**config.mk**
```make
export PLATFORM = sky130hd
export DESIGN_NAME = demux_rr_dispatcher
export DESIGN_NICKNAME = d
export VERILOG_FILES = /design/src/rtl/demux_rr_dispatcher.sv
export SDC_FILE = /design/constraint.sdc
export NUM_CORES = 1
export LEC_CHECK = 0
export ABC_AREA = 1
export BUFFER_PORTS_ARGS = -buffer_cell sky130_fd_sc_hd__buf_2
export CORE_UTILIZATION = 51
export DETAILED_ROUTE_END_ITERATION = 10
export GPL_TIMING_DRIVEN = 0
export PLACE_DENSITY = 0.82
export REMOVE_ABC_BUFFERS = 1
export SETUP_SLACK_MARGIN = 0.1
export SLEW_MARGIN = 25
export SYNTH_ARGS = -nofsm -noshare
export SYNTH_HDL_FRONTEND = slang
export SYNTH_SLANG_ARGS = --single-unit
```
**constraint.sdc**
```tcl
create_clock -name clk -period 4.4 [get_ports clk]
set_clock_uncertainty 0.05 [all_clocks]
set_input_delay 0.22 -clock clk [delete_from_list [all_inputs] [get_ports clk]]
set_output_delay 0.22 -clock clk [all_outputs]
set_load 0.01 [all_outputs]
```
**src/rtl/demux_rr_dispatcher.sv**
```systemverilog
// demux_rr_dispatcher: takes one valid/ready stream and hands each word to
// one of four lanes in round-robin order. Masked lanes are skipped. A word
// whose lane stalls for TIMEOUT cycles is moved to the next enabled lane.
module demux_rr_dispatcher #(
  parameter int N       = 8,
  parameter int TIMEOUT = 16,
  parameter int TO_W    = 5
) (
  input  logic         clk,
  input  logic         rst_n,
  input  logic [N-1:0] in_data,
  input  logic         in_valid,
  output logic         in_ready,
  input  logic [3:0]   en_mask,
  input  logic [3:0]   out_ready,
  output logic [3:0]   out_valid,
  output logic [1:0]   sel,
  output logic [N-1:0] out_a,
  output logic [N-1:0] out_b,
  output logic [N-1:0] out_c,
  output logic [N-1:0] out_d,
  output logic         timeout_pulse
);

  typedef enum logic {IDLE, SEND} state_t;

  localparam logic [TO_W-1:0] TO_LAST = TO_W'((TIMEOUT > 0) ? TIMEOUT - 1 : 0);

  state_t          state, state_n;
  logic [N-1:0]    hold, hold_n;
  logic [1:0]      sel_n, last_lane, last_n;
  logic [TO_W-1:0] cnt, cnt_n;
  logic            pulse, pulse_n;
  logic            any_en, xfer, accept, timed_out;

  // First enabled lane after base, searching base+1 onward. With wrap set
  // the search may come back to base itself; otherwise base is excluded and
  // is returned unchanged when no other lane qualifies.
  function automatic logic [1:0] next_lane(input logic [1:0] base,
                                           input logic [3:0] mask,
                                           input logic       wrap);
    logic [1:0] res;
    logic [1:0] idx;
    logic       found;
    res   = base;
    found = 1'b0;
    for (int i = 1; i <= 4; i++) begin
      idx = base + 2'(i);
      if (!found && mask[idx] && (i < 4 || wrap)) begin
        res   = idx;
        found = 1'b1;
      end
    end
    return res;
  endfunction

  assign any_en    = |en_mask;
  assign xfer      = (state == SEND) && out_ready[sel];
  // Held low during reset; otherwise a slot is free when idle or when the
  // held word leaves this cycle, giving one word per cycle.
  assign in_ready  = rst_n && any_en && ((state == IDLE) || xfer);
  assign accept    = in_valid && in_ready;
  assign timed_out = (TIMEOUT > 0) && (state == SEND) && !xfer && (cnt == TO_LAST);

  // Next-state logic: accept, transfer, timeout re-target and stall counting.
  always_comb begin
    state_n = state;
    hold_n  = hold;
    sel_n   = sel;
    last_n  = last_lane;
    cnt_n   = cnt;
    pulse_n = 1'b0;
    if (xfer) last_n = sel;
    if (accept) begin
      hold_n  = in_data;
      sel_n   = next_lane((state == SEND) ? sel : last_lane, en_mask, 1'b1);
      state_n = SEND;
      cnt_n   = '0;
    end else if (xfer) begin
      state_n = IDLE;
      cnt_n   = '0;
    end else if (state == SEND) begin
      if (timed_out) begin
        sel_n   = next_lane(sel, en_mask, 1'b0);
        cnt_n   = '0;
        pulse_n = 1'b1;
      end else if (TIMEOUT > 0) begin
        cnt_n = cnt + TO_W'(1);
      end
    end
  end

  // State register; reset discards any held word.
  always_ff @(posedge clk or negedge rst_n) begin
    if (!rst_n) begin
      state     <= IDLE;
      hold      <= '0;
      sel       <= 2'd0;
      last_lane <= 2'd3;
      cnt       <= '0;
      pulse     <= 1'b0;
    end else begin
      state     <= state_n;
      hold      <= hold_n;
      sel       <= sel_n;
      last_lane <= last_n;
      cnt       <= cnt_n;
      pulse     <= pulse_n;
    end
  end

  // Outputs decode registered state only; unselected lanes drive zero.
  always_comb begin
    out_valid = 4'b0000;
    out_a     = '0;
    out_b     = '0;
    out_c     = '0;
    out_d     = '0;
    if (state == SEND) begin
      out_valid = 4'b0001 << sel;
      case (sel)
        2'd0:    out_a = hold;
        2'd1:    out_b = hold;
        2'd2:    out_c = hold;
        default: out_d = hold;
      endcase
    end
  end

  assign timeout_pulse = pulse;

endmodule

```
==> results.ini <==
[synth]
postSynthAreaPerCell_um2 = 6.79
syn_inst = 233
synth_largest_area_cell = dfrtp_1
ys_warn_count = 0
yosysSeqAreaShare_pct = 30.2
syn-cell-area_um2 = 1580
synthTopCellsByArea = dfrtp_1, nand2_1, nor2_1, o21ai_2, inv_1
yosysTopAreaCellShare_pct = 26.9
synth-seq-cells = 19
ys_types = 27

[worst_hold_path]
hold_path.class = input port to flip-flop

[timing]
slew_viol_final = 0
relSlewSlack_pct = 61.1
min_period_ns = 2.24
grt_setup_unrepaired = no
fin_hold_ws_ns = 0.0657
setup_viol = 0
worstMarginPinSlew_ns = 0.583
tns_ns = 0
hold_viol_final = 0
timing.fmax_mhz = 447
period_share_pct = 50.8

[worst_setup_path]
r2r_setup_slack_ns = 2.16
critPathBufInv = 1
arrival_ns = 2.38
critical_path.max_stage_delay_ns = 0.73
critPathSlowestCell = dfrtp_1
cp_max_fo = 17
worst_setup_path_start_kind = flip-flop
path_class = flip-flop to flip-flop
crit_required_ns = 4.55
crit_path_cell_trace = inv_2 -> ha_1 -> or2_1 -> o21ai_2 -> nor2_1 -> nand3b_1 -> o21ai_1 -> a21oi_2
path_delay_family = flip-flops
cp-end-kind = flip-flop

[die]
dieWidth_um = 57.7
start_util_pct = 55.4
core_area_um2 = 2850
die_h_um = 57.7
num_rows = 19
ioPinCount = 59
die_area_um2 = 3330

[routing]
routed_wl_mm = 3.54
ant_nets = 0
drt_pass1_iterations = 7
drt_iter0_markers = 70
route.detailed.drc = 5
vias_per_cell = 4.95
wl_per_cell_um = 10.9
via_count = 1605

[grt]
grt_pass1_wl_mm = 6.15
grt_max_degree = 21
antenna_found_initial = 0
overflow = 0
grt_pass1_vias = 1440
track_usage_pct = 23.5

[finish]
drive_gt1_share_pct = 33.8
area_growth_pct = 21.0
diodes = 0
nNetsFinal = 319

[clock_tree]
clock-sinks = 19
insertion_delay_ns = 0.30
cts_buffers = 3
cts_tree = yes
root_buffer = clkbuf_4
clk_pin_slew_ns = 0.11
cts_setup_buffers = 0
htreeDepth = 1
ctsHoldBuffers = 1
clk_path_buf_depth = 2
cts_resized = 0

[power_and_ir_drop]
switchingPower_mw = 0.656
seqPwrFrac_pct = 26.0
p_per_area_nw_per_um2 = 634
static-leakage-power_nw = 1.13
combPwrFrac_pct = 66.8
ir_drop_uv = 389
internal_power_mw = 0.557
pwr-share-clk_pct = 7.2
p_sw_share_pct = 54.1

[run_status]
status = finished, violations left
violations = DRC

[placement]
port_buffers = 58
dp_hpwl_mm = 2.71
place_congestion = 0.833

[job]
drv_cap = 0

final timing paths:
kind	end	cells past startpoint	startpoint
max	sel[0]	8	sel[0]
min	hold[4]	3	in_data[4]
max reg2reg	sel[0]	8	sel[0]
min reg2reg	cnt[0]	1	cnt[0]
max in group asynchronous	last_lane[1]	2	rst_n
min in group asynchronous	state	2	rst_n
power groups by stage:
stage,registers [mW],logic [mW],clock network [mW]
2_1_floorplan,0.308,0.627,0
3_3_place_gp,0.319,0.795,0
3_5_place_dp,0.319,0.810,0
4_1_cts,0.315,0.813,0.0906
5_1_grt,0.328,0.929,0.0983
6_report,0.315,0.810,0.0876
kinds of logic (layout without fill, tap and decap cells):
kind of cell               count (synthesis)  count (layout)  synth area share, %
and+or+nand+nor                          145             145                 41.0
buffers and inverters                     36              96                 10.6
xor gates and xnor gates                   1               1                0.554
DFF                                       19              19                 30.2
adders and majority gates                  6               6                 4.75
AOI/OAI and AO/OA                         26              26                 12.9
flip-flops by register name (all words and copies together), names as in the netlist:
signal / flops
cnt: 5
hold: 8
last_lane: 2
sel: 2
state: 1
timeout_pulse: 1
metrics by stage:
step	power [mW]	setup slack, ns	instance area (um^2)	utilization (%)	cells
after detailed placement	1.13	2.19	1880	65.8	319
final	1.21	2.16	1910	67.1	324
after global placement	1.11	2.20	1880	65.8	319
after CTS	1.22	2.17	1910	67.1	324
after global routing	1.36	1.96	1910	67.1	324
after floorplan	0.934	2.33	1550	-	230
worst reg2reg max path, cell delays in order, from the launching register on:
cell and delay, ns:
dfrtp_1 0.73, inv_2 0.16, ha_1 0.40, or2_1 0.26, o21ai_2 0.09, nor2_1 0.05
nand3b_1 0.17, o21ai_1 0.16, a21oi_2 0.06
layout make-up:
cell class | count | area, um^2
Fill cell | 267 | 940
Multi-Input combinational cell | 178 | 936
Sequential cell | 19 | 478
Timing Repair Buffer | 59 | 300
Inverter | 33 | 134
Tap cell | 31 | 38.8
Clock buffer | 4 | 26.3
placed cells by master (no fill, tap or decap):
cell type	instances
dfstp_2	2
or2_1	1
dlygate4sd3_1	1
xor2_1	1
nand3b_1	1
ha_1	6
o21a_1	1
nor2_1	42
nand3_1	19
nand2_4	5
a21boi_0	1
nand2_2	10
inv_6	2
inv_1	27
inv_2	4
dfrtp_1	17
o22ai_1	2
a21oi_2	2
nand2_1	63
clkbuf_4	3
a32o_1	2
o21ai_1	1
nand4_1	1
o221ai_1	1
nand3_2	1
o21ai_0	4
clkbuf_1	1
nor3_1	2
buf_2	58
o21ai_2	12
cells in the mapped netlist:
library cell  count
nand2_1          63
nor2_1           42
inv_1            27
nand3_1          19
dfrtp_1          17
o21ai_2          12
nand2_2          10
ha_1              6
nand2_4           5
inv_2             4
o21ai_0           4
buf_6             3
a21oi_2           2
a32o_1            2
dfstp_2           2
inv_6             2
nor3_1            2
o22ai_1           2
a21boi_0          1
nand3_2           1
nand3b_1          1
nand4_1           1
o21a_1            1
o21ai_1           1
o221ai_1          1
or2_1             1
xor2_1            1
metal layers:
metal	up-vias	track usage [%]	wire length (um)
li1	856	-	-
met1	706	30.9	1610
met2	43	41.7	1760
met3	0	4.02	173
met4	0	3.06	0
met5	-	0	0
Power figures use the tool's default switching activity.
